## config.mk

```make
export PLATFORM = sky130hd
export DESIGN_NAME = efpga_gold_counter
export DESIGN_NICKNAME = d
export VERILOG_FILES = /design/src/rtl/efpga_gold_counter.sv
export SDC_FILE = /design/constraint.sdc
export NUM_CORES = 1
export LEC_CHECK = 0
export ABC_CLOCK_PERIOD_IN_PS = 6430
export CAP_MARGIN = 20
export CORE_MARGIN = 2
export CORE_UTILIZATION = 25
export CTS_BUF_LIST = sky130_fd_sc_hd__clkbuf_4
export CTS_CLUSTER_DIAMETER = 60
export DETAILED_ROUTE_END_ITERATION = 6
export GPL_TIMING_DRIVEN = 0
export PLACE_DENSITY_LB_ADDON = 0.15
export SYNTH_ARGS = -nofsm -noshare
export SYNTH_HDL_FRONTEND = slang
export SYNTH_SLANG_ARGS = --single-unit
export TNS_END_PERCENT = 10
```

## constraint.sdc

```tcl
create_clock -name clk -period 6.43 [get_ports clk]
set_input_delay 0.643 -clock clk [delete_from_list [all_inputs] [get_ports clk]]
set_output_delay 0.643 -clock clk [all_outputs]
set_load 0.05 [all_outputs]
```

## src/rtl/efpga_gold_counter.sv

```systemverilog
// Golden reference for the eFPGA equivalence design: 16-bit up/down counter plus an 8-bit
// maximal-length LFSR on a 28-pad bank. The LFSR exists only when GOLD_LFSR_EN is defined.
module efpga_gold_counter (
    input  logic        clk,
    input  logic [27:0] io_in,
    output logic [27:0] io_out,
    output logic [27:0] io_oeb
);

    logic        w_rst;
    logic        w_hold;
    logic        w_dir;
    logic        w_unused;
    logic [15:0] r_ctr;

    assign w_rst    = io_in[0];
    assign w_hold   = io_in[1];
    assign w_dir    = io_in[2];
    assign w_unused = ^io_in[27:3];

    always_ff @(posedge clk) begin
        if (w_rst) begin
            r_ctr <= 16'h0000;
        end else if (!w_hold) begin
            if (w_dir) begin
                r_ctr <= r_ctr - 16'h0001;
            end else begin
                r_ctr <= r_ctr + 16'h0001;
            end
        end
    end

`ifdef GOLD_LFSR_EN
    logic [7:0] r_lfsr;
    logic       w_fb;

    // Taps for x^8+x^6+x^5+x^4+1: period 255, the all-zero state is unreachable.
    assign w_fb = r_lfsr[7] ^ r_lfsr[5] ^ r_lfsr[4] ^ r_lfsr[3];

    always_ff @(posedge clk) begin
        if (w_rst) begin
            r_lfsr <= 8'h01;
        end else if (!w_hold) begin
            r_lfsr <= {r_lfsr[6:0], w_fb};
        end
    end

    assign io_out = {r_ctr, r_lfsr, 4'h0};
    assign io_oeb = 28'h000000F;
`else
    assign io_out = {r_ctr, 8'h00, 4'h0};
    assign io_oeb = 28'h0000FFF;
`endif

endmodule

```

# Word-level counts from Yosys, hierarchy flattened

Cells that the tools add are included.

Bits in registers: 16
Memory bits (writable): 0
Bits in latches: 0
ROM bits: 0
Output and inout bits: 56
Memories kept: 0
Word-level logic and storage cells: 4
Input port bits: 29

Divide/modulo/power cells: 0
Multiplexer cells: 1
Add/sub/neg operators: 2
Eq/ne operators: 0
Reductions and logical operators: 0
Bitwise logic cells: 0
Multipliers: 0
Shift-type cells: 0
Order comparisons: 0

Operators with widths:

| kind                                                                 | number |
|---|---|
| 16-bit by 1-bit adder with 16-bit output, second input constant      | 1 |
| 16-bit 2-to-1 mux                                                    | 1 |
| 16-bit by 1-bit subtractor with 16-bit output, second input constant | 1 |

# Logic depth before layout (Yosys ltp)

Depth after elaboration: 2
Mapped depth: 7
Depth with buffers taken out: 6

# Worst setup path after synthesis

Ideal clock, no wire load.

Path type: flip-flop to flip-flop
Start point: register r_ctr[1]
End point: register r_ctr[15]
Buffers on the path: 0
Slack: 4.026 ns
Required time: 6.296 ns
Library setup time: 0.134 ns
Period minus slack after synthesis: 2.404 ns
Stages on the path, launching flop included: 7
Arrival time: 2.270 ns
Cell sequence: dfxtp_1 -> ha_1 -> a211oi_1 -> o211ai_2 -> a31oi_2 -> a211oi_1 -> or4b_1

Cells in the longest elaborated chain, start to end: 2
Elaborated cells on any way between the ends: 3
Those cells by class: 2 x add/sub; 1 x mux

Ends and longest elaborated chain:

| item                                                                                                             | RTL line | source |
|---|---|---|
| start: declaration                                                                                               | 14       | `logic [15:0] r_ctr;` |
| start signal: assignment                                                                                         | 26       | `r_ctr <= r_ctr - 16'h0001;` |
| start signal: assignment                                                                                         | 28       | `r_ctr <= r_ctr + 16'h0001;` |
| 16-bit by 1-bit adder with 16-bit output / 16-bit by 1-bit subtractor with 16-bit output (equally long branches) | 28, 26   |  |
| 16-bit 2-to-1 mux (*)                                                                                            | 25       | `if (w_dir) begin` |

Mark *: on every way between the ends. The rest lies on a longest branch, timed or not.
A chain may end at the register's enable or synchronous reset.

# Final worst setup path

Start point: input io_in[2]
End point: register r_ctr[15]

Cells in the longest elaborated chain, start to end: 1

Ends and longest elaborated chain:

| item               | RTL line | source |
|---|---|---|
| start: declaration | 5        | `input logic [27:0] io_in,` |
| 16-bit 2-to-1 mux  | 25       |  |

No other way between the ends.

==> results.py <==
metrics = {
    "detailed_routing": {
        "dr.pass1.iters": 4,
        "drt-initial-drc-count": 84,
        "vias_per_cell": 4.40,
        "wl_per_cell_um": 12.0,
        "drt_wl_total_mm": 4.17,
        "drc_errors": 0,
        "ant_nets": 0,
        "via_count": 1530,
    },
    "setup_path": {
        "required_ns": 6.62,
        "rr_endpoint": "r_ctr[12]",
        "cp_max_fo": 19,
        "cp_slowest_cell": "clkdlybuf4s50_1",
        "rr_worst_depth": 6,
        "cp-end-kind": "flip-flop",
        "slowest_delay_ns": 1.05,
        "reg2reg_slack_ns": 4.09,
        "critPathCapture": "r_ctr[15]",
        "path_class": "primary input to flip-flop",
        "crit_chain": "clkdlybuf4s50_1 > ha_1 > a211oi_1 > o211ai_2 > a31oi_2 > a211oi_1 > or4b_1",
        "arrival_ns": 3.60,
        "reg2reg_from": "r_ctr[0]",
        "startpoint": "io_in[2]",
        "crit_path_start_kind": "primary input",
        "critPathMostFrequentCell": "a211oi_1",
    },
    "floorplanning": {
        "rows": 29,
        "dieArea_um2": 7430,
        "io_pins": 85,
        "die_x_um": 86.2,
        "core-area_um2": 6460,
        "dieHeight_um": 86.2,
        "initial_core_util_pct": 26.2,
    },
    "finish": {
        "top_register": "r_ctr",
        "syn2layout_area_growth_pct": 27.0,
        "drive_above_1_share_pct": 19.6,
        "nets": 316,
        "diodes": 0,
        "design_area_um2": 2140,
        "top_regs": "r_ctr: 16 flops",
        "largest_reg_flops": 16,
        "nFillCells": 711,
    },
    "clock_network": {
        "cts_resized": 0,
        "cts_buffer_depth": 2,
        "clock_tree.root_cell": "clkbuf_4",
        "cts_setup_buffers": 0,
        "cts_tree": "built",
        "clock-sinks": 16,
        "insertion_delay_ns": 0.30,
        "path_clk_slew_ns": 0.11,
        "h-tree-depth": 1,
        "cts_hold_buf": 0,
        "numCtsBuffers": 3,
    },
    "grt": {
        "first_global_vias": 1457,
        "grt_overflow": 0,
        "grt.total_usage_pct": 11.7,
        "grt_pass1_wl_mm": 7.00,
        "grt_max_degree": 20,
        "antenna_found_initial": 0,
    },
    "run": {
        "drv_cap": 0,
    },
    "timing": {
        "hold_violations": 0,
        "worst_slew_pin_slew_ns": 0.891,
        "fin_crit_ns": 3.41,
        "maxSlewHeadroom_pct": 40.4,
        "drv_slew": 0,
        "fin_tns_setup_ns": 0,
        "fin_skew_ns": 0.00235,
        "post-route-period-util_pct": 53.0,
        "setup_violations": 0,
        "layout_setup_ws_ns": 3.02,
        "rsz0062_at_grt": "no",
        "fmax_ghz": 0.293,
    },
    "power": {
        "power.density_nw_per_um2": 229,
        "peakVddDrop_uv": 89.8,
        "leakagePower_uw": 0.00105,
    },
    "place": {
        "io_buffer_count": 19,
        "pre_cts_slack_ns": 2.69,
        "gp_congestion": 0.782,
        "dp_hpwl_mm": 3.11,
        "placed_area_um2": 2120,
    },
    "logic_synthesis": {
        "synth_cells": 210,
        "synth-edff-count": 0,
        "seq_area_frac_synth_pct": 19.0,
        "synthArstFlopShare_pct": 0,
        "ys_seq_elements": 16,
        "synth_top_flop_cell": "dfxtp_1",
        "netlist_area_um2": 1690,
        "synth_cell_types": 50,
        "ys_warn_count": 0,
        "syn_avg_cell_area_um2": 8.04,
    },
    "hold_path": {
        "hold_start": "r_ctr[7]",
        "hold_depth": 2,
        "hp-class": "flip-flop to flip-flop",
    },
    "status": {
        "status": "completed",
    },
}
[power breakdown]
part / switching [µW] / internal (µW)
registers: 13.7 / 114
clock network: 37.6 / 22.6
logic: 198 / 105
total: 249 / 241
[routing by layer]
layer | vias to the layer above | track usage, % | wire length [µm]
met1 | 678 | 15.6 | 2030
li1 | 804 | - | -
met5 | - | 0 | 0
met3 | 2 | 2.76 | 202
met4 | 0 | 2.13 | 25
met2 | 46 | 19.5 | 1910
[logic make-up after synthesis]
logic type | after synthesis | share of synthesized area, %
adders and majority gates | 15 | 11.6
muxes | 3 | 1.78
AOI/OAI and AO/OA | 57 | 25.3
DFF | 16 | 19.0
other | 2 | 0.445
and+or+nand+nor | 58 | 16.9
buffers and inverters | 52 | 21.4
xor gates and xnor gates | 7 | 3.63
[worst min-delay path by stage]
| stage | endpoint | slack, ns |
|---|---|---|
| global route | r_ctr[2] | 0.53 |
| global placement | r_ctr[7] | 0.47 |
| floorplan | r_ctr[7] | 0.68 |
| detailed placement | r_ctr[2] | 0.47 |
| CTS | r_ctr[7] | 0.49 |
| finish | r_ctr[7] | 0.48 |
[synth_stat cells (3+ instances only)]
| cell | count | share of area, % |
|---|---|---|
| buf_4 | 42 | 19 |
| nand2_1 | 22 | 4.9 |
| dfxtp_1 | 16 | 19 |
| ha_1 | 14 | 10 |
| a21oi_1 | 12 | 3.6 |
| nor2_1 | 11 | 2.4 |
| a21o_1 | 10 | 4.4 |
| nand3_1 | 6 | 1.8 |
| o21ai_0 | 6 | 1.8 |
| inv_1 | 5 | 1.1 |
| nor3_1 | 5 | 1.5 |
| a211oi_1 | 4 | 1.8 |
| xnor2_1 | 4 | 2.1 |
| clkbuf_1 | 3 | 0.67 |
| mux2i_1 | 3 | 1.8 |
| o211ai_1 | 3 | 1.3 |
| xor2_1 | 3 | 1.6 |
[area by class of cell]
type / count / area (µm²) / share of cell area [%]
Clock inverter: 1 / 3.75 / 0.175
Timing Repair Buffer: 19 / 190 / 8.87
Multi-Input combinational cell: 180 / 1150 / 53.6
Clock buffer: 3 / 22.5 / 1.05
Buffer: 47 / 343 / 16.0
Inverter: 5 / 18.8 / 0.875
Sequential cell: 16 / 320 / 14.9
Tap cell: 77 / 96.3 / 4.49
[cell usage in the layout, fill, tap and decap left out, types with 2 or more instances in the layout]
cell type | synthesis | routed
and3_1 | 2 | 2
nand2_1 | 22 | 22
o21bai_1 | 2 | 2
o21ai_0 | 6 | 6
clkbuf_4 | 0 | 3
xor2_1 | 3 | 3
or4_1 | 2 | 2
buf_4 | 42 | 42
nand3_1 | 6 | 6
conb_1 | 2 | 40
clkbuf_1 | 3 | 3
a32o_1 | 2 | 2
o221ai_1 | 2 | 2
clkdlybuf4s50_1 | 0 | 19
mux2i_1 | 3 | 3
a21oi_1 | 12 | 12
dfxtp_1 | 16 | 16
o211ai_1 | 3 | 3
a31oi_1 | 2 | 2
nor2_1 | 11 | 11
a211oi_1 | 4 | 4
nor3_1 | 5 | 5
nand4_1 | 2 | 2
inv_1 | 5 | 5
xnor2_1 | 4 | 4
a21o_1 | 10 | 10
ha_1 | 14 | 14
[worst max-delay path: cells and delay by family]
family / cells / cell delay (ns)
AOI/OAI and AO/OA: 4 / 1.00
adders and majority gates: 1 / 0.38
buffers and inverters: 1 / 1.05
and+or+nand+nor: 1 / 0.51
[stage by stage]
stage                     instances  util [%]  hold WS [ns]  total power, µW
after detailed placement        344      32.8         0.475              431
after global placement          344      32.8         0.469              431
final                           348      33.2         0.482              491
after global routing            348      33.2         0.527              528
after floorplan                 248         -         0.679              369
after CTS                       348      33.2         0.494              497
No activity file was read; power rests on OpenSTA's default activity.
==> edit 1: new RTL, same flow settings <==
Register the input `io_in` before use, cleared by the reset. The logic sees it one clock later.
--- a/src/rtl/efpga_gold_counter.sv
+++ b/src/rtl/efpga_gold_counter.sv
@@ -7,16 +7,26 @@
     output logic [27:0] io_oeb
 );
 
+    logic [27:0] io_q;
+
+    always_ff @(posedge clk) begin
+        if (w_rst) begin
+            io_q <= '0;
+        end else begin
+            io_q <= io_in;
+        end
+    end
+
     logic        w_rst;
     logic        w_hold;
     logic        w_dir;
     logic        w_unused;
     logic [15:0] r_ctr;
 
-    assign w_rst    = io_in[0];
-    assign w_hold   = io_in[1];
-    assign w_dir    = io_in[2];
-    assign w_unused = ^io_in[27:3];
+    assign w_rst    = io_q[0];
+    assign w_hold   = io_q[1];
+    assign w_dir    = io_q[2];
+    assign w_unused = ^io_q[27:3];
 
     always_ff @(posedge clk) begin
         if (w_rst) begin
Behaviour: not the same (a bounded check fails within 4 cycles, from zero or initial values).
==> edit 1 against the original RTL <==
  * Area after synthesis down 6.2%
  * Register-to-register slack worse by 0.47 ns
  * Synthesized cell count shrank 8.6%
  * Global-route usage is 2.5 points lower
  * Wire length is 24% lower
  * Sequential cell count rose by 3
  * Worst setup slack improved by 0.60 ns
  * Final area down 4.7%
  * Fmax is 21% higher
  * Utilization decreased by 0.47 points
  * Critical endpoint unchanged
Power is not compared: it rests on default switching activity, and its combinational part moved more than twofold at a synthesized area within 25%.
==> edit 1: results <==
group,metric,value,unit
clock_tree,post_cts_resized,0,
clock_tree,cts_root_buf,"clkbuf_4",
synthesis,ys_types,40,
clock_tree,cts_buffers,3,
global_routing,antenna_found_initial,0,
clock_tree,postCtsSetupBuffers,0,
hold_path,hp-class,"reg -> reg",
timing,fin_crit_sh,43.7,%
setup_path,slowest_stage,"dfxtp_1",
setup_path,crit_family,"flip-flops",
setup_path,r2r_setup_slack,3.62,ns
synthesis,ys_seq_area_share,24.0,%
synthesis,yosys_warnings,0,
synthesis,async_reset_ff_share,0,%
synthesis,synthesis.instances,192,
final_layout,antennaDiodeCount,0,
clock_tree,ctsHtreeMaxLevel,1,
synthesis,synthFlopType,"dfxtp_1",
timing,fin_skew,0.00903,ns
global_routing,grt_pass1_vias,1102,
clock_tree,clkLatencyLatePin,0.32,ns
global_routing,grt_max_degree,18,
place,place_inst,326,
detailed_routing,dr.first_iter.drc_count,27,
place,hpwl,2.47,mm
run_status,status,"complete, no violations",
setup_path,worst-endpoint-arrival,3.03,ns
global_routing,grt_pass1_wl,5.24,mm
detailed_routing,first_pass_iters,4,
detailed_routing,viasPerCell,3.88,
power,swShare,52.6,%
final_layout,fin_nets,298,
timing,whs,0.493,ns
global_routing,grt.total_usage,9.16,%
timing,worst_pin_slew,0.661,ns
clock_tree,clk_path_buf_depth,2,
final_layout,largestRegisters,"r_ctr: 16 flops, io_q: 3 flops",
final_layout,drive_above_1_share,20.6,%
synthesis,synthTopCellsByArea,"dfxtp_1 24%, buf_4 19%, ha_1 11%",
setup_path,slowest_delay,0.76,ns
power,leakagePower,0.988,nW
final_layout,fill_cells,704,
place,place_congestion,0.750,
detailed_routing,vias,1282,
power,ir_worst_vdd,0.167,mV
setup_path,path_max_fanout,17,
synthesis,synth_common_cells,"40 x buf_4, 20 x nand2_1, 19 x dfxtp_1, 14 x a21oi_1, 14 x ha_1",
clock_tree,clkTransAtPathRegs,0.13,ns
place,port_buffers,19,
detailed_routing,wl,3.18,mm
==> edit 1: changes by cell type in the layout (fill, tap and decap cells not counted), sizes merged, moves of 4 or more <==
cell    change
a21o        -6
nor3        -4
nand3       -5
o211ai      -4
nor2b       +6
==> edit 1: logic make-up (layout without fill, tap and decap cells) <==
kind of cell	after synthesis	after routing	share of synthesized area (%)
DFF	19	19	24.0
buffers and inverters	49	72	21.1
AOI/OAI and AO/OA	48	48	21.0
muxes	3	3	1.97
other	2	40	0.474
xor gates and xnor gates	11	11	6.08
and+or+nand+nor	45	45	13.0
adders and majority gates	15	15	12.3
==> edit 1: worst register-to-register path, cell delays in order (launching register included) <==
cell,delay (ns)
dfxtp_1,0.76
ha_1,0.43
a21oi_2,0.22
o21ai_0,0.13
or3_1,0.33
o21ai_2,0.20
o21ai_1,0.13
mux2i_1,0.18
mux2_2,0.34
==> edit 1: through the flow <==
step	util (%)	area (sq um)
global route	32.7	2040
finish	32.7	2040
CTS	32.7	2040
global placement	32.3	2010
detailed placement	32.3	2010
floorplan	-	1730
==> edit 1: final timing paths <==
check | startpoint | to | depth (start not counted)
worst min register to register | r_ctr[2] | r_ctr[2] | 2
worst min-delay path | r_ctr[2] | r_ctr[2] | 2
worst max-delay path | io_q[2] | r_ctr[15] | 8
worst max register to register | io_q[2] | r_ctr[15] | 8
==> edit 1: area by class of cell <==
class                           instances  area, sq um  share of cell area [%]
Timing Repair Buffer                   19          190                    9.31
Buffer                                 44          315                    15.4
Tap cell                               77         96.3                    4.72
Clock buffer                            4         30.0                    1.47
Sequential cell                        19          380                    18.6
Multi-Input combinational cell        162         1010                    49.5
Inverter                                5         18.8                   0.919
==> edit 1: metal layers <==
layer  global-route usage, %  vias to the layer above  wire, um
met1                    12.7                      526      1570
met5                       0                        -         0
li1                        -                      708         -
met2                    14.2                       43      1350
met3                   0.989                        5       191
met4                    4.40                        0        70
==> edit 1: power groups by stage <==
stage	combinational [mW]	sequential [mW]	clock (mW)
2_1_floorplan	0.334	0.356	0
3_3_place_gp	0.619	0.209	0
3_5_place_dp	0.620	0.210	0
4_1_cts	0.623	0.208	0.0754
5_1_grt	0.673	0.215	0.0775
6_report	0.620	0.206	0.0717
==> edit 2: new RTL, config.mk and constraints unchanged <==
Without the edit above. Add a define of `GOLD_LFSR_EN`.
--- a/src/rtl/efpga_gold_counter.sv
+++ b/src/rtl/efpga_gold_counter.sv
@@ -1,5 +1,7 @@
 // Golden reference for the eFPGA equivalence design: 16-bit up/down counter plus an 8-bit
 // maximal-length LFSR on a 28-pad bank. The LFSR exists only when GOLD_LFSR_EN is defined.
+`define GOLD_LFSR_EN
+
 module efpga_gold_counter (
     input  logic        clk,
     input  logic [27:0] io_in,
Behaviour: not the same (a bounded check fails within 4 cycles, from zero or initial values).
==> edit 2 against the original RTL <==
  * Utilization grew 0.21 points
  * Global-route usage shrank 1.4 points
  * Final area grew 13%
  * Area after synthesis grew 10%
  * First-iteration DRC count shrank 17%
  * Synthesized cell count grew 5.7%
  * Sequential cell count grew 8
  * Largest power group unchanged
  * Power grew 26%
  * Wire length grew 0.48%
  * Final cell count grew 9.8%
  * Worst hold slack gained 0.019 ns
  * Worst setup slack lost 0.0074 ns
==> edit 2: results <==
group,metric,value,unit
detailed_routing,viasPerCell,4.19,
clock_tree,postCtsSetupBuffers,0,
hold_path,hp-class,"reg -> reg",
place,pre_cts_ws,2.58,ns
synthesis,synthTopCellsByArea,"dfxtp_1 26%, buf_4 13%, ha_1 9.4%",
final_layout,drive_above_1_share,18.0,%
global_routing,antenna_found_initial,0,
setup_path,path_max_fanout,16,
place,place_inst,378,
final_layout,fin_nets,328,
timing,worst_pin_slew,0.752,ns
detailed_routing,first_pass_iters,4,
synthesis,async_reset_ff_share,0,%
place,port_buffers,27,
synthesis,yosys_warnings,0,
synthesis,ys_seq_area_share,25.8,%
synthesis,synthesis.instances,222,
place,hpwl,3.17,mm
synthesis,synth_common_cells,"33 x buf_4, 32 x nor2_1, 24 x dfxtp_1, 16 x nand2_1",
detailed_routing,routedWlPerCell,11.0,um
place,placed_area,2370,sq um
power,swShare,44.5,%
clock_tree,clkLatencyLatePin,0.34,ns
setup_path,r2r_setup_slack,3.92,ns
synthesis,syn_area,1860,sq um
final_layout,fill_cells,772,
detailed_routing,vias,1599,
global_routing,grt_max_degree,17,
timing,fin_crit,3.42,ns
global_routing,grt_pass1_wl,6.96,mm
global_routing,grt.total_usage,10.3,%
synthesis,ys_types,48,
detailed_routing,dr.first_iter.drc_count,70,
power,leakagePower,1.11,nW
clock_tree,clk_path_buf_depth,2,
power,ir_worst_vdd,0.0880,mV
global_routing,grt_pass1_vias,1487,
final_layout,antennaDiodeCount,0,
final_layout,largestRegisters,"r_ctr: 16 flops, r_lfsr: 8 flops",
place,place_congestion,0.887,
clock_tree,clkTransAtPathRegs,0.15,ns
clock_tree,ctsHtreeMaxLevel,1,
clock_tree,cts_buffers,3,
run_status,status,"complete, no violations",
timing,fin_skew,0.0113,ns
clock_tree,cts_root_buf,"clkbuf_4",
clock_tree,post_cts_resized,0,
synthesis,synthFlopType,"dfxtp_1",
## edit 2: critical path, cell delays in order
cell	delay (ns)
clkdlybuf4s50_1	0.81
fa_1	0.65
a21oi_1	0.21
o21ai_0	0.16
a21o_1	0.24
a2111oi_0	0.50
nor4_1	0.08
or3_1	0.37
## edit 2: through the flow
| step | power, mW | utilization, % | hold WS (ns) |
|---|---|---|---|
| finish | 0.619 | 33.4 | 0.502 |
| global route | 0.654 | 33.4 | 0.533 |
| CTS | 0.624 | 33.4 | 0.510 |
| detailed placement | 0.503 | 32.7 | 0.489 |
| global placement | 0.502 | 32.7 | 0.475 |
| floorplan | 0.435 | - | 0.703 |
## edit 2: area by class of cell
type | instances | area, sq um | area share [%]
inverters | 4 | 15.0 | 0.620
clock buffers | 3 | 22.5 | 0.929
well taps | 99 | 124 | 5.11
multi-input cells | 185 | 1180 | 48.7
repair buffers | 27 | 270 | 11.2
flip-flops and latches | 24 | 480 | 19.8
clock inverters | 1 | 30.0 | 1.24
plain buffers | 39 | 300 | 12.4
## edit 2: layer usage
metal | track usage, % | part of all wire, %
met1 | 13.0 | 48
met2 | 17.9 | 47
met3 | 1.42 | 3.9
met4 | 3.46 | 1.3
met5 | 0 | 0
## edit 2: worst paths after layout
path / cells after the start / end / start
setup / recovery: 8 / r_ctr[14] / io_in[2]
hold / removal: 2 / r_ctr[15] / r_ctr[15]
setup reg to reg: 7 / r_ctr[14] / r_ctr[0]
hold reg to reg: 2 / r_ctr[15] / r_ctr[15]
## edit 2: logic make-up (layout without fill, tap and decap cells)
kind of cell / count (synthesis) / in the layout / share of synthesized area [%]
compound gates: 44 / 44 / 16.3
xor+xnor: 13 / 13 / 6.11
fa+ha+maj: 15 / 15 / 10.5
buf+inv: 43 / 74 / 16.9
flops: 24 / 24 / 25.8
mux: 10 / 10 / 5.37
other cells: 2 / 32 / 0.403
simple gates: 71 / 71 / 18.7
## edit 2: power groups by stage
stage               Clock (mW)  Combinational, mW  Sequential (mW)
CTS                      0.123              0.319            0.182
global route             0.125              0.344            0.185
detailed placement           0              0.318            0.185
global placement             0              0.317            0.185
floorplan                    0              0.193            0.241
finish                   0.120              0.318            0.181
